--- src/rtl/fetch_unit.sv ---
// Instruction-fetch stage: owns the PC, drives program memory and hands fetched words to decode.
// Redirects come from execute (jump/call) and from a small circular return-address stack.
module fetch_unit #(
  parameter int ADDR_W   = 8,
  parameter int INS_W    = 20,
  parameter int RS_DEPTH = 4
) (
  input  logic              clk,
  input  logic              reset,
  input  logic              stall,
  input  logic              stall_pm,
  input  logic [INS_W-1:0]  ins_pm,
  input  logic              jump_en,
  input  logic [ADDR_W-1:0] jmp_loc,
  input  logic              call_en,
  input  logic [ADDR_W-1:0] push_addr,
  input  logic              ret_en,
  output logic [ADDR_W-1:0] pm_addr,
  output logic [INS_W-1:0]  ins,
  output logic [ADDR_W-1:0] ins_addr,
  output logic              rs_empty,
  output logic              rs_full,
  output logic              rs_err
);

  localparam int TP_W = $clog2(RS_DEPTH);
  localparam int SP_W = TP_W + 1;

  logic [ADDR_W-1:0] pc_reg, pc_next;
  logic [ADDR_W-1:0] ins_addr_reg;
  logic [SP_W-1:0]   sp_reg, sp_next;
  logic [TP_W-1:0]   tp_reg, tp_next;
  logic              rs_err_reg, rs_err_next;
  logic [ADDR_W-1:0] rs_mem [RS_DEPTH];
  logic [TP_W-1:0]   top_idx;
  logic [TP_W-1:0]   rs_widx;
  logic              rs_we;
  logic [ADDR_W-1:0] pop_addr;
  logic [RS_DEPTH-1:0] entry_we;

  // tp_reg is the next free slot; it wraps so a push on a full stack overwrites the oldest entry
  assign top_idx  = tp_reg - TP_W'(1);
  assign rs_empty = (sp_reg == '0);
  assign rs_full  = (sp_reg == SP_W'(RS_DEPTH));
  assign pop_addr = rs_empty ? '0 : rs_mem[top_idx];

  always_comb begin
    sp_next     = sp_reg;
    tp_next     = tp_reg;
    rs_err_next = rs_err_reg;
    rs_we       = 1'b0;
    rs_widx     = tp_reg;
    if (call_en && ret_en) begin
      rs_we   = 1'b1;
      rs_widx = top_idx;
      if (rs_empty) rs_err_next = 1'b1;
    end else if (call_en) begin
      rs_we   = 1'b1;
      tp_next = tp_reg + TP_W'(1);
      if (rs_full) rs_err_next = 1'b1;
      else         sp_next     = sp_reg + SP_W'(1);
    end else if (ret_en) begin
      if (rs_empty) begin
        rs_err_next = 1'b1;
      end else begin
        tp_next = top_idx;
        sp_next = sp_reg - SP_W'(1);
      end
    end
  end

  always_comb begin
    pc_next = pc_reg + ADDR_W'(1);
    if (ret_en)       pc_next = pop_addr;
    else if (jump_en) pc_next = jmp_loc;
    else if (stall)   pc_next = pc_reg;
  end

  generate
    for (genvar gi = 0; gi < RS_DEPTH; gi++) begin : g_entry_we
      assign entry_we[gi] = rs_we && (rs_widx == TP_W'(gi));
    end
  endgenerate

  always_ff @(posedge clk or negedge reset) begin
    if (!reset) begin
      for (int i = 0; i < RS_DEPTH; i++) rs_mem[i] <= '0;
    end else begin
      for (int i = 0; i < RS_DEPTH; i++)
        if (entry_we[i]) rs_mem[i] <= push_addr;
    end
  end

  always_ff @(posedge clk or negedge reset) begin
    if (!reset) begin
      pc_reg       <= '0;
      ins_addr_reg <= '0;
      sp_reg       <= '0;
      tp_reg       <= '0;
      rs_err_reg   <= 1'b0;
    end else begin
      pc_reg       <= pc_next;
      ins_addr_reg <= pc_reg;
      sp_reg       <= sp_next;
      tp_reg       <= tp_next;
      rs_err_reg   <= rs_err_next;
    end
  end

  assign pm_addr  = pc_reg;
  assign ins_addr = ins_addr_reg;
  assign rs_err   = rs_err_reg;
  // Bubble is injected combinationally so decode never sees a stale word while reset or stall_pm is active
  assign ins      = (stall_pm || !reset) ? '0 : ins_pm;

endmodule

--- config.mk ---
export PLATFORM = sky130hd
export DESIGN_NAME = fetch_unit
export DESIGN_NICKNAME = d
export VERILOG_FILES = /design/src/rtl/fetch_unit.sv
export SDC_FILE = /design/constraint.sdc
export NUM_CORES = 1
export LEC_CHECK = 0
export BUFFER_PORTS_ARGS = -buffer_cell sky130_fd_sc_hd__buf_2
export CELL_PAD_IN_SITES_DETAIL_PLACEMENT = 0
export CELL_PAD_IN_SITES_GLOBAL_PLACEMENT = 2
export CORE_ASPECT_RATIO = 0.7
export CORE_MARGIN = 3
export CORE_UTILIZATION = 33
export CTS_CLUSTER_SIZE = 10
export DETAILED_ROUTE_END_ITERATION = 10
export MAX_ROUTING_LAYER = met4
export PLACE_DENSITY = 0.78
export SYNTH_ARGS = -nofsm -noshare
export SYNTH_HDL_FRONTEND = slang
export SYNTH_SLANG_ARGS = --single-unit
export TNS_END_PERCENT = 100
--- constraint.sdc ---
create_clock -name clk -period 1.9 [get_ports clk]
set_input_delay 0.19 -clock clk [delete_from_list [all_inputs] [get_ports clk]]
set_output_delay 0.19 -clock clk [all_outputs]
set_load 0.005 [all_outputs]
==> Yosys cells after proc, flatten, opt, wreduce, memory -nomap -nowiden <==
Cells that the tools add are included.
{ "op_classes": {"add_sub_neg": 5, "n_lt_le_gt_ge": 1, "n_eq_ne": 8, "mux": 23, "bitwise_logic": 2, "n_reduce_logical": 14} }
{ "ops": {"columns": ["cell", "count"], "rows": [
  ["$mux W8", 6],
  ["$mux W20", 1],
  ["$bmux W8 S2", 1],
  ["$mux W3", 4],
  ["$add A8 B1 Y8 const B", 1],
  ["$mux W2", 4],
  ["$mux W1", 7],
  ["$ne A3 B1 Y1 const B", 2],
  ["$logic_and A1 B1 Y1", 5],
  ["$eq A2 B2 Y1 const B", 2],
  ["$ne A2 B2 Y1 const B", 2],
  ["$reduce_and A4 Y1", 1],
  ["$add A3 B1 Y3 const B", 1],
  ["$eq A3 B3 Y1 const B", 1],
  ["$ge A3 B3 Y1 const B", 1],
  ["$logic_not A3 Y1", 1],
  ["$not A2 Y3", 1],
  ["$reduce_and A3 Y1", 1],
  ["$reduce_bool A3 Y1", 1],
  ["$sub A3 B1 Y3 const B", 1],
  ["$add A2 B1 Y2 const B", 1],
  ["$eq A2 B1 Y1 const B", 1],
  ["$logic_not A2 Y1", 1],
  ["$reduce_and A2 Y1", 1],
  ["other kinds (5)", 5]
]} }
{ "totals": {"register_bits": 54, "input_bits": 43, "output_inout_bits": 39, "elab_cells": 62} }

==> Depth between registers and ports, before layout <==
Gate-level depths: netlist of the first run.
{ "logic_depth": {"depth_word": 7, "ltp_mapped": 6, "depth_no_buf": 5} }

==> Worst setup path before layout of the first run <==
Ideal clock, no wire load.
{ "synth_path": {"path_kind": "flip-flop to flip-flop", "start": "reg tp_reg[0]", "end": "reg rs_mem[0] in the netlist's numbering", "setup_time_ps": 125, "arrival_ps": 1370, "required_time_ps": 1775, "slack_ps": 406, "path_stages_with_launch": 7, "path_buffers": 2, "period_less_slack_ps": 1494, "cell_sequence": "dfrtp_1 buf_6 buf_12 nand2_1 nor2_1 o21ai_2 mux2_2"} }
{ "synth_via": {"elab_chain_len": 4} }
{ "synth_rtl": {"columns": ["element", "line", "rtl"], "rows": [
  ["from (decl)", "32", "logic [TP_W-1:0] tp_reg, tp_next;"],
  ["from (signal assigned)", "105", "tp_reg <= tp_next;"],
  ["$sub A2 B1 Y2", "42", "assign top_idx = tp_reg - TP_W'(1);"],
  ["$mux W2 *", "53", "if (call_en && ret_en) begin"],
  ["$eq A2 B2 Y1 *", "81", "assign entry_we[gi] = rs_we && (rs_widx == TP_W'(gi));"],
  ["$logic_and A1 B1 Y1 *", "81", null],
  ["to (signal, indexed assignment)", "90", "if (entry_we[i]) rs_mem[i] <= push_addr;"],
  ["to (decl)", "34", "logic [ADDR_W-1:0] rs_mem [RS_DEPTH];"]
]} }
Every way passes the cells marked *; elsewhere a longest branch is shown, timed or not.
A chain may end at the register's enable or synchronous reset.

==> Worst setup path after layout of the first run <==
{ "layout_path": {"start": "reg sp_reg[0]", "end": "out rs_empty"} }
{ "layout_via": {"elab_chain_len": 1} }
{ "layout_rtl": {"columns": ["element", "line", "rtl"], "rows": [
  ["from (decl)", "31", "logic [SP_W-1:0] sp_reg, sp_next;"],
  ["from (signal assigned)", "104", "sp_reg <= sp_next;"],
  ["$logic_not A3 Y1", "43", "assign rs_empty = (sp_reg == '0);"],
  ["to (decl)", "21", "output logic rs_empty,"]
]} }
No other way between the ends.

==> results.toml, run 1 <==
[run]
maxCapViolations = 0

[sta]
max_freq_ghz = 0.573
rsz0062_at_grt = "false"
layout_setup_ws_ns = 0.155
setup_tns_ns = 0
fin_crit_sh = 0.918
fin_skew_ns = 0.00553
hold_slack_ns = 0.0931
relSlewSlack = 0.431
setup_viol = 0
hold_viol_final = 0
fin_crit_ns = 1.74
tightestPinTransition_ns = 0.852
maxSlewViolCount = 0

[pwr]
p_clk_frac = 0.182
power_frac_seq = 0.435
ir_drop_mv = 0.611
p_sw_frac = 0.324
leakage_nw = 1.59
powerDensity_mw_per_mm2 = 1440
comb_power_share = 0.383
netSwitchingPower_mw = 1.59
p_int_mw = 3.32

[cts]
path_clk_slew_ns = 0.07
cts_max_path_buffers = 2
clk_latency_ns = 0.29
clock-root-buffer = "clkbuf_16"
htreeDepth = 2
cts_hold_buf = 0
numCtsBuffers = 5
cts.sinks = 54
cts_setup_buffers = 0
cts_tree = "built"
postCtsResizedCells = 0

[global_routing]
grt_start_max_net_pins = 55
grt_pass1_wl_um = 9470
grt_pass1_vias = 1790
grt_overflow_total = 0
gr-usage-all-layers = 0.135
antenna_found_initial = 0

[worst_setup_path]
crit_fanout = 10
reg2reg_depth = 4
worstPathRequired_ns = 1.71
start_kind = "flip-flop"
crit_end = "rs_empty"
worstSetupPathType = "reg2out"
r2r_end = "pm_addr[5]"
r2r-start = "tp_reg[0]"
crit_path_end_kind = "output pin"
crit_start = "sp_reg[0]"
reg2reg_setup_slack_ns = 0.20
arrival_ns = 1.55

[detailed_routing]
vias = 1960
vias_per_cell = 4.82
first_pass_iters = 4
ant_nets = 0
post-route-drc-count = 0
drt-total-wl_um = 6160
drt_iter0_markers = 59
routedWlPerCell_um = 15.1

[layout]
drive_above_1_share = 0.451
final_cell_mix = "buf_2 (81), dfrtp_1 (54), mux2_2 (33), and2_1 (21), nor2_1 (15)"
largest_reg_flops = 32
mostFrequentLayoutCell = "buf_2"
fin_util = 0.427
area_growth_pct = 23.9
final_area_mm2 = 0.00340
n_antenna_cell = 0
fillCellCount = 754
final_nets = 350

[place]
dpl_worst_slack_ns = 0.222
io_buffers = 81
placedInstanceArea_mm2 = 0.00326
gp_congestion = 0.756
dp_hpwl_um = 4610

[die]
initial_utilization = 0.344
dieArea_mm2 = 0.00947
core_mm2 = 0.00797
die_x_um = 115
ios = 82
row_count = 27
die_h_um = 82.3

[synth]
synth_area_per_cell_um2 = 12.4
synth_area_leaders = "dfrtp_1 (49%), mux2_2 (14%), and2_1 (4.8%), mux4_1 (4.8%), mux4_2 (2.5%)"
syn_area_mm2 = 0.00275
synth_top_area_share = 0.492
ys_types = 46
synth-edff-count = 0
synth_nets = 266
synth_seq_cells = 54
synth_top_area_cell = "dfrtp_1"
synthCells = 221
ys_async_sr_fraction = 1.00
ys_warn_count = 0
ys.flop_type = "dfrtp_1"
seq_area_frac_synth = 0.492

[status]
status = "finished, final reports clean"

[worst_hold_path]
hold_path.class = "in2async"
[metrics by stage]
stage          cells  power, mW
2_1_floorplan    221       3.41
3_3_place_gp     399       4.01
3_5_place_dp     399       4.06
4_1_cts          407       4.98
5_1_grt          407       5.28
6_report         407       4.92
[power by group through the flow]
stage	logic (mW)	clock network, mW	registers [mW]
3_5_place_dp	1.90	0	2.16
6_report	1.88	0.895	2.14
4_1_cts	1.91	0.932	2.14
3_3_place_gp	1.86	0	2.15
5_1_grt	2.07	0.996	2.22
2_1_floorplan	1.38	0	2.03
[worst max-delay path, stage by stage (launching register included)]
cell	delay, ns
dfrtp_1	0.45
or3_1	0.55
inv_1	0.14
buf_2	0.12
[logic make-up after synthesis]
group	count (synthesis)	share of synthesized area
and+or+nand+nor	70	0.146
DFF	54	0.492
muxes	42	0.211
AOI/OAI and AO/OA	26	0.0674
buffers and inverters	18	0.0428
xor gates and xnor gates	9	0.0287
adders and majority gates	2	0.0118
[layout make-up]
| cell class | count | area [um2] | area share |
|---|---|---|---|
| sequential | 54 | 1350 | 0.397 |
| multi-input combinational | 149 | 1280 | 0.376 |
| timing repair buffer | 89 | 478 | 0.140 |
| tap | 101 | 126 | 0.0371 |
| clock buffer | 5 | 125 | 0.0368 |
| inverter | 6 | 22.5 | 0.00662 |
| clock inverter | 3 | 21.3 | 0.00625 |
[synthesized netlist by cell type, drive strengths merged, types with 2 or more instances]
library cell  instances
xor2                  3
a21o                  2
a32oi                 3
mux2                 33
nand4                 2
clkbuf                3
dfrtp                54
and2                 21
nand4b                2
mux4                  8
a31oi                 3
nor2                 16
nor2b                 5
inv                   6
a21oi                 5
o21ai                 4
buf                   9
nand2                 8
nor3                  5
nor3b                 2
o31ai                 3
nand3                 2
or3b                  2
xnor2                 6
[per-layer routing]
layer | part of all wire | track usage | routed length [um] | vias to the layer above
met1 | 0.54 | 0.201 | 3320 | 929
li1 | - | - | - | 965
met4 | 0.0086 | 0.0317 | 53 | 0
met3 | 0.061 | 0.0401 | 377 | 8
met2 | 0.39 | 0.178 | 2410 | 58
met5 | 0 | - | 0 | -
[how the worst min path moves through the flow]
| stage | start | endpoint | slack (ns) | cells after the start |
|---|---|---|---|---|
| 2_1_floorplan | reset | ins_addr[0] | -0.11 | 0 |
| 3_3_place_gp | jmp_loc[5] | pm_addr[5] | 0.43 | 3 |
| 3_5_place_dp | pm_addr[7] | ins_addr[7] | 0.43 | 0 |
| 4_1_cts | reset | rs_mem[5] | 0.13 | 2 |
| 5_1_grt | jmp_loc[3] | pm_addr[3] | 0.12 | 3 |
| 6_report | reset | rs_mem[5] | 0.09 | 2 |
No activity file was read; power rests on OpenSTA's default activity.
==> run 2, diff against run 1 <==
==> constraint.sdc (replaced) <==
create_clock -name clk -period 1.9 [get_ports clk]
set_input_delay 0 -clock clk [delete_from_list [all_inputs] [get_ports clk]]
set_output_delay 0 -clock clk [all_outputs]
set_load 0.005 [all_outputs]
==> results.toml, run 2 (synthesis results as in run 1) <==
[status]
status = "finished, final reports clean"

[die]
ios = 82
die_x_um = 115
row_count = 27
dieArea_mm2 = 0.00947
initial_utilization = 0.344
die_h_um = 82.3
core_mm2 = 0.00797

[cts]
htreeDepth = 2
cts.sinks = 54
clk_latency_ns = 0.30
cts_max_path_buffers = 2
numCtsBuffers = 5
clock-root-buffer = "clkbuf_16"
path_clk_slew_ns = 0.07
cts_tree = "built"
cts_setup_buffers = 0

[detailed_routing]
ant_nets = 0
post-route-drc-count = 0
routedWlPerCell_um = 15.1
first_pass_iters = 4
drt_iter0_markers = 58
vias = 2006
vias_per_cell = 4.79
drt-total-wl_um = 6340

[worst_hold_path]
hold_path.class = "in2reg"
min_from = "jmp_loc[4]"

[layout]
n_antenna_cell = 0
mostFrequentLayoutCell = "buf_2"
final_area_mm2 = 0.00353
drive_above_1_share = 0.440
area_growth_pct = 28.6
final_cell_mix = "buf_2 (81), dfrtp_1 (53), mux2_2 (33), and2_1 (21), nor2_1 (15)"
final_nets = 362
largest_reg_flops = 32

[sta]
maxSlewViolCount = 0
fin_crit_ns = 1.70
relSlewSlack = 0.424
rsz0062_at_grt = "false"
fin_skew_ns = 0.00689
hold_viol_final = 0
fin_crit_sh = 0.893
setup_viol = 0
max_freq_ghz = 0.589
setup_tns_ns = 0
tightestPinTransition_ns = 0.862

[pwr]
leakage_nw = 1.65
powerDensity_mw_per_mm2 = 1410
ir_drop_mv = 0.578

[worst_setup_path]
critical_path_buf_inv_count = 0
worstPathRequired_ns = 2.07
worstSetupPathType = "reg2reg"
crit_start = "tp_reg[0]"
start_kind = "flip-flop"
critPathMaxStageDelay_ns = 0.63
arrival_ns = 1.87
critPathTopFamily = "multiplexers"
slowest_stage = "mux4_1"
crit_fanout = 15
r2r-start = "tp_reg[0]"
crit_path_end_kind = "flip-flop"
path_cells = "mux4_1, a32oi_1, o31ai_1"

[global_routing]
gr-usage-all-layers = 0.142
grt_pass1_wl_um = 9870
grt_pass1_vias = 1892
grt_overflow_total = 0
grt_start_max_net_pins = 55
antenna_found_initial = 0

[place]
gp_congestion = 0.736
io_buffers = 81
dp_hpwl_um = 4600
placedInstanceArea_mm2 = 0.00326

[run]
maxCapViolations = 0
==> run 2: where the power goes <==
group          total (mW)  switching (mW)  internal, mW
sequential           2.19           0.470          1.72
clock               0.963           0.433         0.530
combinational        1.84           0.712          1.13
total                4.99            1.61          3.37
==> run 2: path summary, 6_finish.rpt <==
path,endpoint,slack [ns],cells after the start
max,pm_addr[5],0.20,3
min,pm_addr[4],0.007,3
max reg2reg,pm_addr[5],0.20,3
min reg2reg,ins_addr[7],0.44,0
max in group asynchronous,tp_reg[0],0.97,3
min in group asynchronous,rs_mem[13],0.44,3
==> run 2: timing repair <==
item / in CTS / in global routing
resized for setup: 1 / 0
endpoints found under the hold margin: 85 / 0
hold buffers: 11 / 0
endpoints found under the setup margin: 1 / 0
==> run 2: area by class of cell <==
type                            instances  area [um2]
Sequential cell                        54        1350
Clock buffer                            6         139
Tap cell                              101         126
Clock inverter                          2        17.5
Fill cell                             764        4440
Multi-Input combinational cell        149        1280
Timing Repair Buffer                  101         596
Inverter                                6        22.5
==> run 2: metrics by stage <==
step                      hold WS, ns  utilization  cells  total power, mW  worst slack (ns)
after detailed placement        0.235        0.409    400             4.05            0.0345
after global routing          0.00847        0.443    419             5.36            0.0278
after CTS                     0.00252        0.443    419             5.06             0.168
after global placement          0.236        0.409    400             3.99            0.0988
after floorplan                -0.296            -    221             3.41             0.406
final                         0.00731        0.443    419             4.99             0.202
==> run 2: layer usage <==
layer / vias up / GRT usage / routed length (um)
li1: 985 / - / -
met3: 8 / 0.0408 / 379
met5: - / - / 0
met1: 953 / 0.194 / 3240
met2: 60 / 0.202 / 2630
met4: 0 / 0.0528 / 93
==> run 2: worst reg2reg max path, stage by stage (launching register included) <==
cell and delay, ns:
dfrtp_2 0.57, mux4_1 0.63, a32oi_1 0.25, o31ai_1 0.11
==> run 3, diff against run 2 <==
Settings changed: CORE_UTILIZATION 33 to 30, PLACE_DENSITY 0.78 to 0.75.
Clock period 1.9 ns to 1.4 ns, I/O delays scaled along.
==> results.toml, run 3 (synthesis results as in run 1) <==
[detailed_routing]
first_pass_iters = 4
routedWlPerCell_um = 14.9
drt-total-wl_um = 6860
vias_per_cell = 4.61
vias = 2123
ant_nets = 0
drt_iter0_markers = 66
post-route-drc-count = 0

[pwr]
ir_drop_mv = 0.846
leakage_nw = 1.85
powerDensity_mw_per_mm2 = 2020

[die]
ios = 82
initial_utilization = 0.316
dieArea_mm2 = 0.0104
row_count = 28
core_mm2 = 0.00869
die_x_um = 120
die_h_um = 86.1

[worst_setup_path]
slowest_stage = "mux4_2"
critPathMaxStageDelay_ns = 0.54
critPathTopFamily = "multiplexers"
arrival_ns = 1.71
path_cells = "buf_6, mux4_2, a32oi_2, o31ai_2"
start_kind = "flip-flop"
crit_path_end_kind = "flip-flop"
crit_fanout = 4
critical_path_buf_inv_count = 1
worstPathRequired_ns = 1.58
worstSetupPathType = "reg2reg"

[sta]
setup_viol = 38
max_freq_ghz = 0.650
setup_tns_ns = -2.43
tightestPinTransition_ns = 0.867
hold_slack_ns = 0.00740
layout_setup_ws_ns = -0.138
rsz0062_at_grt = "true"
fin_crit_ns = 1.54
relSlewSlack = 0.421
fin_skew_ns = 0.00510
hold_viol_final = 0
maxSlewViolCount = 0
fin_crit_sh = 1.10

[layout]
n_antenna_cell = 0
fillCellCount = 828
area_growth_pct = 43.2
mostFrequentLayoutCell = "buf_2"
drive_above_1_share = 0.537
final_nets = 385
final_cell_mix = "buf_2 (80), dfrtp_1 (53), and2_1 (21), buf_4 (21), mux2_4 (18)"
largest_reg_flops = 32

[status]
failed_checks = "negative setup slack"
status = "finished with violations"

[global_routing]
grt_use_met2 = 0.203
grt_pass1_vias = 2123
gr-usage-all-layers = 0.144
use_met3 = 0.0396
grt_pass1_wl_um = 11200
busiest_layer = "met2"
met1_usage = 0.201
grt_start_max_net_pins = 55
antenna_found_initial = 0
grt_overflow_total = 0

[cts]
cts_max_path_buffers = 2
numCtsBuffers = 5
clock-root-buffer = "clkbuf_16"
clk_latency_ns = 0.30
cts_tree = "built"
cts.sinks = 54
path_clk_slew_ns = 0.07
htreeDepth = 2

[place]
gp_congestion = 0.731
io_buffers = 81
dp_hpwl_um = 4940

[worst_hold_path]
hold_path.class = "in2reg"

[run]
maxCapViolations = 0
==> run 3: repair_timing <==
| item | 4_1_cts | 5_1_grt |
|---|---|---|
| pin swaps | 7 | 3 |
| hold buffers | 11 | 0 |
| resized for setup | 39 | 6 |
| setup buffers | 2 | 0 |
| endpoints found under the setup margin | 43 | 44 |
| endpoints found under the hold margin | 85 | 0 |
==> run 3: layout make-up <==
type | count | area, um2 | area share
multi-input combinational | 149 | 1420 | 0.360
inverter | 6 | 25.0 | 0.00636
clock buffer | 6 | 129 | 0.0328
tap | 120 | 150 | 0.0382
timing repair buffer | 124 | 821 | 0.209
clock inverter | 2 | 37.5 | 0.00955
sequential | 54 | 1350 | 0.344
==> run 3: routing by layer <==
metal	wire length, um	vias up
met2	2860	61
li1	-	1023
met3	445	8
met5	0	-
met4	91	0
met1	3470	1031
==> run 3: metrics by stage <==
stage | total power [mW] | setup slack (ns) | util | area (um2) | instances
2_1_floorplan | 4.74 | -0.0380 | - | 2790 | 221
3_3_place_gp | 5.93 | -0.143 | 0.403 | 3500 | 440
3_5_place_dp | 6.03 | -0.174 | 0.403 | 3500 | 440
4_1_cts | 7.93 | -0.119 | 0.449 | 3900 | 461
5_1_grt | 8.47 | -0.214 | 0.453 | 3930 | 461
6_report | 7.93 | -0.138 | 0.453 | 3930 | 461
==> run 3: final timing paths <==
check                           start           to  slack (ns)  cells past startpoint
max                         tp_reg[0]   pm_addr[5]       -0.14                      4
min                        jmp_loc[4]   pm_addr[4]       0.007                      3
max reg2reg                 tp_reg[0]   pm_addr[5]       -0.14                      4
min reg2reg                pm_addr[7]  ins_addr[7]        0.45                      0
max in group asynchronous       reset    tp_reg[1]        0.50                      3
min in group asynchronous       reset  ins_addr[7]        0.37                      3
==> run 3: worst min-delay path: stages <==
cell and delay [ns]:
buf_2 0.08, mux2i_1 0.07, o21ai_1 0.12
==> run 3: report_power, final <==
group / switching, mW / internal [mW]
sequential: 0.476 / 2.33
clock: 0.588 / 0.846
combinational: 1.45 / 2.24
total: 2.52 / 5.41
